$ cat config.mk
export PLATFORM = sky130hd
export DESIGN_NAME = nibble_serial_adder_flat
export DESIGN_NICKNAME = d
export VERILOG_FILES = /design/src/rtl/nibble_serial_adder_pkg.sv /design/src/rtl/nibble_serial_adder_if.sv /design/src/rtl/nibble_serial_adder_add4.sv /design/src/rtl/nibble_serial_adder.sv /design/src/flat_wrapper.sv
export SDC_FILE = /design/constraint.sdc
export NUM_CORES = 1
export LEC_CHECK = 0
export ABC_AREA = 0
export CORE_ASPECT_RATIO = 2
export CORE_UTILIZATION = 40
export CTS_CLUSTER_SIZE = 28
export DETAILED_ROUTE_END_ITERATION = 10
export PLACE_DENSITY = 0.74
export SLEW_MARGIN = 10
export SYNTH_ARGS = -nofsm -noshare
export SYNTH_HDL_FRONTEND = slang
export SYNTH_SLANG_ARGS = --single-unit
$ cat constraint.sdc
create_clock -name clk -period 9.27 [get_ports clk]
set_input_delay 2.781 -clock clk [delete_from_list [all_inputs] [get_ports clk]]
set_output_delay 2.781 -clock clk [all_outputs]
set_load 0.01 [all_outputs]
$ cat src/rtl/nibble_serial_adder_pkg.sv
// Shared types and constants for the nibble-serial adder.
// Optional subtract mode is enabled by defining NIBBLE_ADDER_SUB_EN.
package nibble_adder_pkg;

   typedef enum logic [1:0] {
      IDLE = 2'd0,
      ADD  = 2'd1,
      DONE = 2'd2
   } state_e;

   // Width of one adder slice step.
   localparam int unsigned NIB_W = 4;

   // Width of the nibble index counter; never narrower than one bit.
   function automatic int unsigned idx_width(input int unsigned nib);
      return (nib <= 1) ? 1 : $clog2(nib);
   endfunction

endpackage

$ cat src/rtl/nibble_serial_adder_if.sv
// Operand/result handshake bundle for nibble_serial_adder.
// With NIBBLE_ADDER_SUB_EN defined, an extra 'sub' request bit is carried.
interface nibble_serial_adder_if #(
   parameter int unsigned WIDTH = 16
);

   logic             in_valid;
   logic             in_ready;
   logic [WIDTH-1:0] a;
   logic [WIDTH-1:0] b;
   logic             ci;
   logic             out_valid;
   logic             out_ready;
   logic [WIDTH-1:0] s;
   logic             co;
   logic             ovf;
`ifdef NIBBLE_ADDER_SUB_EN
   logic             sub;

   modport master (
      output in_valid, a, b, ci, sub, out_ready,
      input  in_ready, out_valid, s, co, ovf
   );

   modport slave (
      input  in_valid, a, b, ci, sub, out_ready,
      output in_ready, out_valid, s, co, ovf
   );
`else
   modport master (
      output in_valid, a, b, ci, out_ready,
      input  in_ready, out_valid, s, co, ovf
   );

   modport slave (
      input  in_valid, a, b, ci, out_ready,
      output in_ready, out_valid, s, co, ovf
   );
`endif

endinterface

$ cat src/rtl/nibble_serial_adder_add4.sv
// Combinational 4-bit ripple-carry adder slice.
module nibble_add4
   import nibble_adder_pkg::*;
(
   input  logic [NIB_W-1:0] a4,
   input  logic [NIB_W-1:0] b4,
   input  logic             ci,
   output logic [NIB_W-1:0] s4,
   output logic             co
);

   logic c;

   // Bit-by-bit ripple of the carry through the slice.
   always_comb begin
      s4 = '0;
      c  = ci;
      for (int unsigned i = 0; i < NIB_W; i++) begin
         s4[i] = a4[i] ^ b4[i] ^ c;
         c     = (a4[i] & b4[i]) | (c & (a4[i] ^ b4[i]));
      end
      co = c;
   end

endmodule

$ cat src/rtl/nibble_serial_adder.sv
// Multi-word adder that processes one nibble per clock through a single
// 4-bit slice, holding the inter-nibble carry in a register.
// Define NIBBLE_ADDER_SUB_EN to add a subtract request (bus.sub).
module nibble_serial_adder
   import nibble_adder_pkg::*;
#(
   parameter int unsigned WIDTH = 16
) (
   input  logic                 clk,
   input  logic                 rst,
   nibble_serial_adder_if.slave bus
);

   localparam int unsigned NIB   = WIDTH / NIB_W;
   localparam int unsigned IDX_W = idx_width(NIB);

   if (((WIDTH % NIB_W) != 0) || (WIDTH < NIB_W)) begin : g_width_check
      $error("nibble_serial_adder: WIDTH must be a multiple of 4 and >= 4");
   end

   state_e             state_q, state_d;
   logic               rdy_q;
   logic [IDX_W-1:0]   idx_q, idx_d;
   logic               carry_q, carry_d;
   logic [WIDTH-1:0]   a_q, a_d;
   logic [WIDTH-1:0]   b_q, b_d;
   logic [WIDTH-1:0]   s_q, s_d;
   logic               co_q, co_d;
   logic               ovf_q, ovf_d;

   logic [NIB_W-1:0]   a_nib;
   logic [NIB_W-1:0]   b_nib;
   logic [NIB_W-1:0]   sum_nib;
   logic               co_nib;
   logic               last_nib;
   logic               accept;

   assign a_nib    = a_q[NIB_W*idx_q +: NIB_W];
   assign b_nib    = b_q[NIB_W*idx_q +: NIB_W];
   assign last_nib = (idx_q == IDX_W'(NIB - 1));

   nibble_add4 u_add4 (
      .a4 (a_nib),
      .b4 (b_nib),
      .ci (carry_q),
      .s4 (sum_nib),
      .co (co_nib)
   );

   // in_ready is held low until the first edge after reset is released.
   assign bus.in_ready  = (state_q == IDLE) && rdy_q;
   assign bus.out_valid = (state_q == DONE);
   assign bus.s         = s_q;
   assign bus.co        = co_q;
   assign bus.ovf       = ovf_q;

   assign accept = bus.in_valid && bus.in_ready;

   // Ready-enable flag: comes up on the first clock after reset.
   always_ff @(posedge clk or posedge rst) begin
      if (rst) rdy_q <= 1'b0;
      else     rdy_q <= 1'b1;
   end

   // FSM state register.
   always_ff @(posedge clk or posedge rst) begin
      if (rst) state_q <= IDLE;
      else     state_q <= state_d;
   end

   // Next state and datapath next values.
   always_comb begin
      state_d = state_q;
      idx_d   = idx_q;
      carry_d = carry_q;
      a_d     = a_q;
      b_d     = b_q;
      s_d     = s_q;
      co_d    = co_q;
      ovf_d   = ovf_q;
      unique case (state_q)
         IDLE: begin
            if (accept) begin
               a_d     = bus.a;
`ifdef NIBBLE_ADDER_SUB_EN
               // Subtract as a + ~b + 1; ci is ignored in this mode.
               if (bus.sub) begin
                  b_d     = ~bus.b;
                  carry_d = 1'b1;
               end else begin
                  b_d     = bus.b;
                  carry_d = bus.ci;
               end
`else
               b_d     = bus.b;
               carry_d = bus.ci;
`endif
               idx_d   = '0;
               s_d     = '0;
               state_d = ADD;
            end
         end
         ADD: begin
            s_d[NIB_W*idx_q +: NIB_W] = sum_nib;
            carry_d = co_nib;
            idx_d   = idx_q + 1'b1;
            if (last_nib) begin
               co_d    = co_nib;
               ovf_d   = (a_q[WIDTH-1] == b_q[WIDTH-1]) &&
                         (sum_nib[NIB_W-1] != a_q[WIDTH-1]);
               state_d = DONE;
            end
         end
         DONE: begin
            if (bus.out_ready) state_d = IDLE;
         end
         default: state_d = IDLE;
      endcase
   end

   // Operand, carry, index and result registers.
   always_ff @(posedge clk or posedge rst) begin
      if (rst) begin
         idx_q   <= '0;
         carry_q <= 1'b0;
         a_q     <= '0;
         b_q     <= '0;
         s_q     <= '0;
         co_q    <= 1'b0;
         ovf_q   <= 1'b0;
      end else begin
         idx_q   <= idx_d;
         carry_q <= carry_d;
         a_q     <= a_d;
         b_q     <= b_d;
         s_q     <= s_d;
         co_q    <= co_d;
         ovf_q   <= ovf_d;
      end
   end

endmodule
$ cat src/flat_wrapper.sv
// flat-port wrapper written by rule: the top's interface ports become plain ports
module nibble_serial_adder_flat import nibble_adder_pkg::*;
#(
   parameter int unsigned WIDTH = 16
)
  (clk, rst, bus_in_valid, bus_a, bus_b, bus_ci, bus_out_ready, bus_in_ready, bus_out_valid, bus_s, bus_co, bus_ovf);
  nibble_serial_adder_if #(.WIDTH(WIDTH)) bus_i ();
  input  logic clk;
  input  logic rst;
  input wire logic [$bits(bus_i.in_valid)-1:0] bus_in_valid;
  input wire logic [$bits(bus_i.a)-1:0] bus_a;
  input wire logic [$bits(bus_i.b)-1:0] bus_b;
  input wire logic [$bits(bus_i.ci)-1:0] bus_ci;
  input wire logic [$bits(bus_i.out_ready)-1:0] bus_out_ready;
  output wire logic [$bits(bus_i.in_ready)-1:0] bus_in_ready;
  output wire logic [$bits(bus_i.out_valid)-1:0] bus_out_valid;
  output wire logic [$bits(bus_i.s)-1:0] bus_s;
  output wire logic [$bits(bus_i.co)-1:0] bus_co;
  output wire logic [$bits(bus_i.ovf)-1:0] bus_ovf;
  assign bus_i.in_valid = bus_in_valid;
  assign bus_i.a = bus_a;
  assign bus_i.b = bus_b;
  assign bus_i.ci = bus_ci;
  assign bus_i.out_ready = bus_out_ready;
  assign bus_in_ready = bus_i.in_ready;
  assign bus_out_valid = bus_i.out_valid;
  assign bus_s = bus_i.s;
  assign bus_co = bus_i.co;
  assign bus_ovf = bus_i.ovf;
  nibble_serial_adder #(.WIDTH(WIDTH)) u_core (.clk(clk), .rst(rst), .bus(bus_i));
endmodule
[Word level (Yosys, flattened, before mapping)]
Index checks and enable logic that the tools add are counted.
Word-level totals
  input port bits: 37
  output and inout bits: 20
  logic and storage cells: 63
  register bits: 56
Operators by class
  equal/unequal tests: 8
  bitwise gates (word level): 20
  shifts and indexed selects: 4
  reductions and logical operators: 9
  muxes and demuxes: 11
  add/sub/neg operators: 2
Operators by type and width (number)
  $neg A4 Y34: 1
  $shift A4 B34 Y16 const A: 1
  $shiftx A4 B34 Y16: 1
  $pmux W16 S2: 1
  $shiftx A16 B5 Y4: 2
  $bwmux W16: 1
  $mux W16: 1
  $and A1 B1 Y1: 8
  $mux W2: 4
  $xor A1 B1 Y1: 8
  $pmux W2 S3: 1
  $reduce_and A2 Y1: 3
  $eq A2 B2 Y1 const B: 2
  $ne A2 B1 Y1 const B: 2
  $or A1 B1 Y1: 4
  $pmux W2 S2: 1
  $logic_and A1 B1 Y1: 3
  $reduce_and A3 Y1: 1
  $add A2 B1 Y2 const B: 1
  $eq A2 B1 Y1 const B: 1
  $logic_not A2 Y1: 1
  $ne A2 B2 Y1 const B: 1
  $pmux W1 S2: 1
  $reduce_bool A2 Y1: 1
  other kinds (3): 3

[Depth between registers and ports, before layout]
Gate-level depths: netlist of the first run.
  depth in word-level cells: 12
  gate-level depth with buffers: 14
  depth with buffers taken out: 12

[By module]
Synthesis of the first run repeated with hierarchy kept, for this count alone.
Second synthesis, totals
  cells, all modules: 246
  area total of the unflattened synthesis: 2637.5 µm²
Modules (own cells, without submodules)
  nibble_serial_adder: seq. area each 1401.3 µm², cells each 232, area each 2519.9 µm², times used 1
  nibble_add4: seq. area each 0.0 µm², cells each 14, area each 117.6 µm², times used 1

[Least setup slack after synthesis of the first run]
Ideal clock, no wire load.
  path kind: in2reg
  start point: input bus_in_valid
  end point: register u_core.carry_q
  cell stages on the path: 3
  setup time: 126 ps
  arrival time: 3441 ps
  slack: 5703 ps
  path through: and4bb_1 -> buf_6 -> a221o_1
On the way
  cells in the longest elaborated chain, start to end: 3
Ends and longest elaborated chain
  from (decl): line flat_wrapper.sv:10  | input wire logic [$bits(bus_i.in_valid)-1:0] bus_in_valid;
  $logic_and A1 B1 Y1: line nibble_serial_adder.sv:57  | assign accept = bus.in_valid && bus.in_ready;
  $ne A2 B1 Y1 (no line)
  $reduce_and A2 Y1 (no line)
  to (signal assigned): line nibble_serial_adder.sv:133  | carry_q <= carry_d;
  to (decl): line nibble_serial_adder.sv:24  | logic carry_q, carry_d;
No other way between the ends.
A chain may end at the register's enable or synchronous reset.

[Final worst setup path of the first run]
  start point: register u_core.state_q[0]
  end point: output bus_in_ready
On the way
  cells in the longest elaborated chain, start to end: 2
Ends and longest elaborated chain
  from (decl): line nibble_serial_adder.sv:21  | state_e state_q, state_d;
  from (signal assigned): line nibble_serial_adder.sv:68  | else state_q <= state_d;
  $logic_not A2 Y1: line nibble_serial_adder.sv:51  | assign bus.in_ready = (state_q == IDLE) && rdy_q;
  $logic_and A1 B1 Y1: line nibble_serial_adder.sv:51
  to (decl): line flat_wrapper.sv:15  | output wire logic [$bits(bus_i.in_ready)-1:0] bus_in_ready;
No other way between the ends.

==> flow_metrics.env, run 1 <==
export IMPL_yosys_warnings=0
export IMPL_synth_cell_area_sq_mm=0.002569
export IMPL_io_buffers=56
export IMPL_grt_start_max_net_pins=57
export IMPL_synth_ff_latch_count=56
export IMPL_placedCellCount=376
export IMPL_fin_setup_tns_ps=0
export IMPL_clk_transition_reported_paths_ps=70
export IMPL_netSwitchingFraction=0.3845
export IMPL_post_cts_resized=0
export IMPL_fraction_of_the_cycle_the_final_worst_path_needs=0.4650
export IMPL_io_pin_count=57
export IMPL_synth_top_family_by_area="simple AND/OR/NAND/NOR gates"
export IMPL_synthMostInstantiatedCell="nand2_1"
export IMPL_period_minus_slack_ps=4311
export IMPL_num_antenna_cells=0
export IMPL_netlist_instances=244
export IMPL_place_ws_ps=4902
export IMPL_max_cap_violations=0
export IMPL_dpl_hpwl_mm=3.863
export IMPL_multi_input_comb_area_sq_mm=0.001055
export IMPL_cts_repair_timing_setup_buffer_count=0
export IMPL_startpoint_type="register"
export IMPL_synthArstFlopShare=1.000
export IMPL_clockBufferDepth=2
export IMPL_wire_per_inst_microns=13.83
export IMPL_synthesized_nets=289
export IMPL_synth_area_leader_cell="dfrtp_1"
export IMPL_classification_of_the_worst_setup_path="reg2out"
export IMPL_grt_setup_unrepaired="false"
export IMPL_synth_fa_ha_area_frac=0.05066
export IMPL_finalWeightedCongestion=0.7762
export IMPL_fraction_of_power_consumed_by_combinational_cells=0.466
export IMPL_clock_sinks=56
export IMPL_power_sequential_fraction=0.377
export IMPL_max_transition_viols_final=0
export IMPL_cell_internal_pwr_mw=0.7005
export IMPL_netSwitchingPower_mw=0.4376
export IMPL_clockPowerShare=0.157
export IMPL_total_leakage_power_nw=1.557
export IMPL_grt_first_pass_wirelength_mm=9.121
export IMPL_post_route_worst_setup_slack_ps=4959
export IMPL_num_vias=1854
export IMPL_timing_hold_worst_class="reg2reg"
export IMPL_buffer_type_at_the_clock_tree_root="clkbuf_16"
export IMPL_globalRouteTotalUtil=0.1845
export IMPL_finalSetupViolCount=0
export IMPL_core_sq_mm=0.006259
export IMPL_worst_slew_pin_slew_ps=941.0
export IMPL_finalHoldViolCount=0
export IMPL_max_slew_margin_rel=0.3720
export IMPL_seq_area_frac_synth=0.5455
export IMPL_stdcell_count=383
export IMPL_final_seq_area_sq_mm=0.001401
export IMPL_hold_buffers=0
export IMPL_yosysUniqueCellTypes=36
export IMPL_cp_arrival_ps=1530
export IMPL_worstPathRequired_ps=6490
export IMPL_peakVddDrop_mv=0.1510
export IMPL_power_per_cell_area_mw_per_mm2=342.9
export IMPL_numCtsBuffers=5
export IMPL_area_growth_synth_to_final_pct=29.23
export IMPL_hold_worst_slack_ps=465.5
export IMPL_final_nets=342
export IMPL_drc_errors=0
export IMPL_critical_path_peak_fanout=8
export IMPL_synth_area_top_cells="dfrtp_1 55%, nand2_1 15%, mux4_2 7.0%"
export IMPL_endpoint_kind="primary output"
export IMPL_clock_latency_ps=290
export IMPL_synth_simple_area_share=0.1978
export IMPL_drt_pass1_iter_count=4
export IMPL_post_synth_xor_area_fraction=0
export IMPL_cts_htree_levels=2
export IMPL_synth_compound_gate_area_share=0.08183
export IMPL_synth_flop_cell="dfrtp_1"
export IMPL_initial_utilization=0.4104
export IMPL_achievable_frequency_mhz=232.0
export IMPL_vias_in_the_first_global_route=1919
export IMPL_finalClockSkew_ps=6.606
export IMPL_globalRoute_totalOverflow=0
export IMPL_tritoncts="done"
export IMPL_first_iter_violations=46
export IMPL_outcome="completed"
export IMPL_route_detailed_vias_per_inst=4.841
export IMPL_synthTopCellsByCount="100 x nand2_1, 56 x dfrtp_1, 12 x inv_1"
export IMPL_avgSynthCellArea_sq_um=10.53
export IMPL_drtAntennaViolNets=0
export IMPL_number_of_antenna_violations_at_the_first_check_in_global_routing=0
export IMPL_post_route_cells_drive_above_1_share=0.07071
export IMPL_design_power_total_mw=1.138
export IMPL_floorplan_die_area_sq_mm=0.006766
export IMPL_fillers=586
export IMPL_chipHeight_microns=115.3
export IMPL_synth_edf_count=0
export IMPL_post_synth_mux_area_share=0.07891
export IMPL_die_outline_width_microns=58.67
export IMPL_postRouteWirelength_mm=5.296
export IMPL_yosysTopAreaCellShare=0.5455
export IMPL_floorplan_rows=41
## worst paths after layout
path | startpoint | to | slack [ps] | depth (start not counted)
max | u_core.state_q[0] | bus_in_ready | 4960 | 2
max in group asynchronous | rst | u_core.a_q[10] | 5720 | 2
min | u_core.b_q[9] | u_core.b_q[9] | 470 | 2
min reg2reg | u_core.b_q[9] | u_core.b_q[9] | 470 | 2
max reg2reg | u_core.idx_q[0] | u_core.bus.ovf | 5790 | 11
min in group asynchronous | rst | u_core.bus.s[3] | 3000 | 2
## cells in the final DEF (no fill, tap or decap), types with 4 or more instances in the layout
cell               n
dfrtp_1           56
o2bb2ai_1          8
clkdlybuf4s50_1   56
nand2_1          100
clkbuf_16          5
fa_1               4
mux4_2             8
ha_1               4
inv_1             11
a22o_1             8
## power by group through the flow
stage | Clock (mW) | Combinational, mW | Sequential [mW]
2_1_floorplan | 0 | 0.371 | 0.407
3_3_place_gp | 0 | 0.526 | 0.430
3_5_place_dp | 0 | 0.534 | 0.435
4_1_cts | 0.183 | 0.537 | 0.431
5_1_grt | 0.193 | 0.594 | 0.447
6_report | 0.179 | 0.530 | 0.429
## metal layers
metal	wire length [microns]	GRT usage
met4	84	0.07619
met1	2011	0.2132
met5	0	0
met2	3025	0.3318
met3	175	0.02812
## sequential cells by signal, summed over array words and instances, names as in the netlist
name            cells
u_core.rdy_q        1
u_core.a_q         16
u_core.bus.s       16
u_core.carry_q      1
u_core.bus.ovf      1
u_core.bus.co       1
u_core.idx_q        2
u_core.state_q      2
u_core.b_q         16
## final cells by class
class	count	share of cell area
Sequential cell	56	0.4222
Multi-Input combinational cell	164	0.3178
Timing Repair Buffer	58	0.1734
Clock buffer	6	0.03882
Tap cell	86	0.03242
Inverter	12	0.01395
Clock inverter	1	0.001508
## critical path: stages, from the launching register on
cell             delay [ps]
dfrtp_1                 460
nor3b_1                 210
clkdlybuf4s50_1         560
## kinds of logic after synthesis
family / after synthesis
DFF: 56
and+or+nand+nor: 119
other: 1
muxes: 10
AOI/OAI and AO/OA: 26
buffers and inverters: 24
adders and majority gates: 8
## per-stage QoR
step / instance area (sq um) / util
3_3_place_gp: 3184 / 0.5088
3_5_place_dp: 3184 / 0.5088
5_1_grt: 3319 / 0.5304
4_1_cts: 3318 / 0.5302
6_report: 3319 / 0.5304
2_1_floorplan: 2569 / -
(Power assumes the default switching activity.)
==> run 2, diff against run 1 <==
Clock period 9.27 ns to 4.15 ns, I/O delays scaled along.
==> flow_metrics.env, run 2 (synthesis gave the netlist of run 1 again) <==
export IMPL_power_sequential_fraction=0.377
export IMPL_fraction_of_the_cycle_the_final_worst_path_needs=0.8162
export IMPL_initial_utilization=0.4104
export IMPL_tritoncts="done"
export IMPL_post_route_util=0.5336
export IMPL_drtAntennaViolNets=0
export IMPL_num_antenna_cells=0
export IMPL_startpoint_type="register"
export IMPL_fraction_of_power_consumed_by_combinational_cells=0.460
export IMPL_numCtsBuffers=5
export IMPL_achievable_frequency_mhz=295.2
export IMPL_globalRoute_totalOverflow=0
export IMPL_timing_hold_worst_class="reg2reg"
export IMPL_area_growth_synth_to_final_pct=30.00
export IMPL_leading_cell_type_in_the_layout_fill_and_taps_excluded="nand2_1"
export IMPL_period_minus_slack_ps=3387
export IMPL_hold_start="u_core.a_q[12]"
export IMPL_total_leakage_power_nw=1.567
export IMPL_finalClockSkew_ps=3.649
export IMPL_cell_internal_pwr_mw=1.590
export IMPL_commonest_non_fill_non_tap_cells_in_the_layout="100 x nand2_1, 56 x clkdlybuf4s50_1, 56 x dfrtp_1"
export IMPL_placedCellCount=377
export IMPL_number_of_antenna_violations_at_the_first_check_in_global_routing=0
export IMPL_grt_setup_unrepaired="false"
export IMPL_fin_setup_tns_ps=0
export IMPL_drc_errors=0
export IMPL_grt_first_pass_wirelength_mm=9.108
export IMPL_peakVddDrop_mv=0.2837
export IMPL_cp_arrival_ps=3560
export IMPL_clockBufferDepth=2
export IMPL_hold_path_end="u_core.a_q[12]"
export IMPL_finalHoldViolCount=0
export IMPL_post_cts_resized=0
export IMPL_outcome="completed"
export IMPL_crit_reg2reg_capture="u_core.bus.ovf"
export IMPL_max_cap_violations=0
export IMPL_regToRegStartpoint="u_core.idx_q[0]"
export IMPL_final_nets=343
export IMPL_max_slew_margin_rel=0.3829
export IMPL_core_sq_mm=0.006259
export IMPL_clockPowerShare=0.163
export IMPL_worstPathRequired_ps=4320
export IMPL_classification_of_the_worst_setup_path="reg2reg"
export IMPL_route_detailed_vias_per_inst=4.836
export IMPL_floorplan_die_area_sq_mm=0.006766
export IMPL_number_of_cells_traversed_by_the_worst_register_to_register_path=12
export IMPL_netSwitchingFraction=0.3789
export IMPL_io_pin_count=57
export IMPL_die_outline_width_microns=58.67
export IMPL_chipHeight_microns=115.3
export IMPL_worst_slew_pin_slew_ps=924.6
export IMPL_post_route_worst_setup_slack_ps=762.8
export IMPL_clock_sinks=56
export IMPL_hold_buffers=0
export IMPL_postRouteWirelength_mm=5.378
export IMPL_post_route_cells_drive_above_1_share=0.07358
export IMPL_max_transition_viols_final=0
export IMPL_clock_latency_ps=290
export IMPL_cts_repair_timing_setup_buffer_count=0
export IMPL_first_iter_violations=28
export IMPL_clk_transition_reported_paths_ps=60
export IMPL_design_power_total_mw=2.560
export IMPL_io_buffers=56
export IMPL_power_per_cell_area_mw_per_mm2=766.6
export IMPL_globalRouteTotalUtil=0.1850
export IMPL_place_ws_ps=755.1
export IMPL_finalSetupViolCount=0
export IMPL_endpoint_kind="register"
export IMPL_buffer_type_at_the_clock_tree_root="clkbuf_16"
export IMPL_vias_in_the_first_global_route=1952
export IMPL_netSwitchingPower_mw=0.9700
export IMPL_cts_htree_levels=2
export IMPL_timing_reg2reg_setup_slack_ps=760
export IMPL_critical_path_peak_fanout=17
export IMPL_grt_start_max_net_pins=57
export IMPL_drt_pass1_iter_count=4
export IMPL_hold_path_cell_count=2
export IMPL_dpl_hpwl_mm=4.058
export IMPL_wire_per_inst_microns=13.97
export IMPL_stdcell_count=385
export IMPL_num_vias=1862
export IMPL_finalWeightedCongestion=0.8393
export IMPL_floorplan_rows=41
## run 2: changes by cell type in the layout (fill, tap and decap cells not counted), sizes merged
cell    previous run  this run
clkbuf             6         8
buf                2         3
clkinv             2         1
## run 2: area by class of cell
type                       count  area, sq um
clock buffer                   8        146.4
multi-input combinational    164         1055
timing repair buffer          59        583.1
fill                         600         2919
tap                           86        107.6
sequential                    56         1401
inverter                      12        46.29
## run 2: worst max path at each step
stage | endpoint | startpoint
2_1_floorplan | u_core.bus.ovf | u_core.idx_q[0]
3_3_place_gp | u_core.bus.ovf | u_core.idx_q[0]
3_5_place_dp | u_core.bus.ovf | u_core.idx_q[0]
4_1_cts | u_core.bus.ovf | u_core.idx_q[0]
5_1_grt | u_core.bus.ovf | u_core.idx_q[0]
6_report | u_core.bus.ovf | u_core.idx_q[0]
## run 2: per-layer routing
layer | part of all wire | routed length [microns] | track usage
met5 | 0 | 0 | 0
met4 | 0.034 | 183 | 0.09365
met3 | 0.027 | 146 | 0.02362
met2 | 0.56 | 3030 | 0.3471
met1 | 0.38 | 2017 | 0.1945
## run 2: worst max-delay path, stage by stage, from the launching register on
cell and delay [ps]:
dfrtp_1 760, mux4_2 580, inv_1 80, fa_1 160, inv_1 50, fa_1 360
inv_1 80, fa_1 160, inv_1 50, fa_1 540, nand2b_1 120, o22ai_1 70
mux2_2 260
## run 2: through the flow
stage,cell area (sq um),hold WS (ps)
2_1_floorplan,2569,440.3
3_3_place_gp,3192,452.8
3_5_place_dp,3192,458.9
4_1_cts,3338,475.4
5_1_grt,3339,489.4
6_report,3339,467.6
## run 2: power by group through the flow
stage	sequential (mW)	combinational [mW]	clock, mW
after CTS	0.972	1.19	0.425
after global placement	0.968	1.16	0
after detailed placement	0.977	1.18	0
after floorplan	0.910	0.829	0
final	0.966	1.18	0.417
after global routing	0.999	1.30	0.447
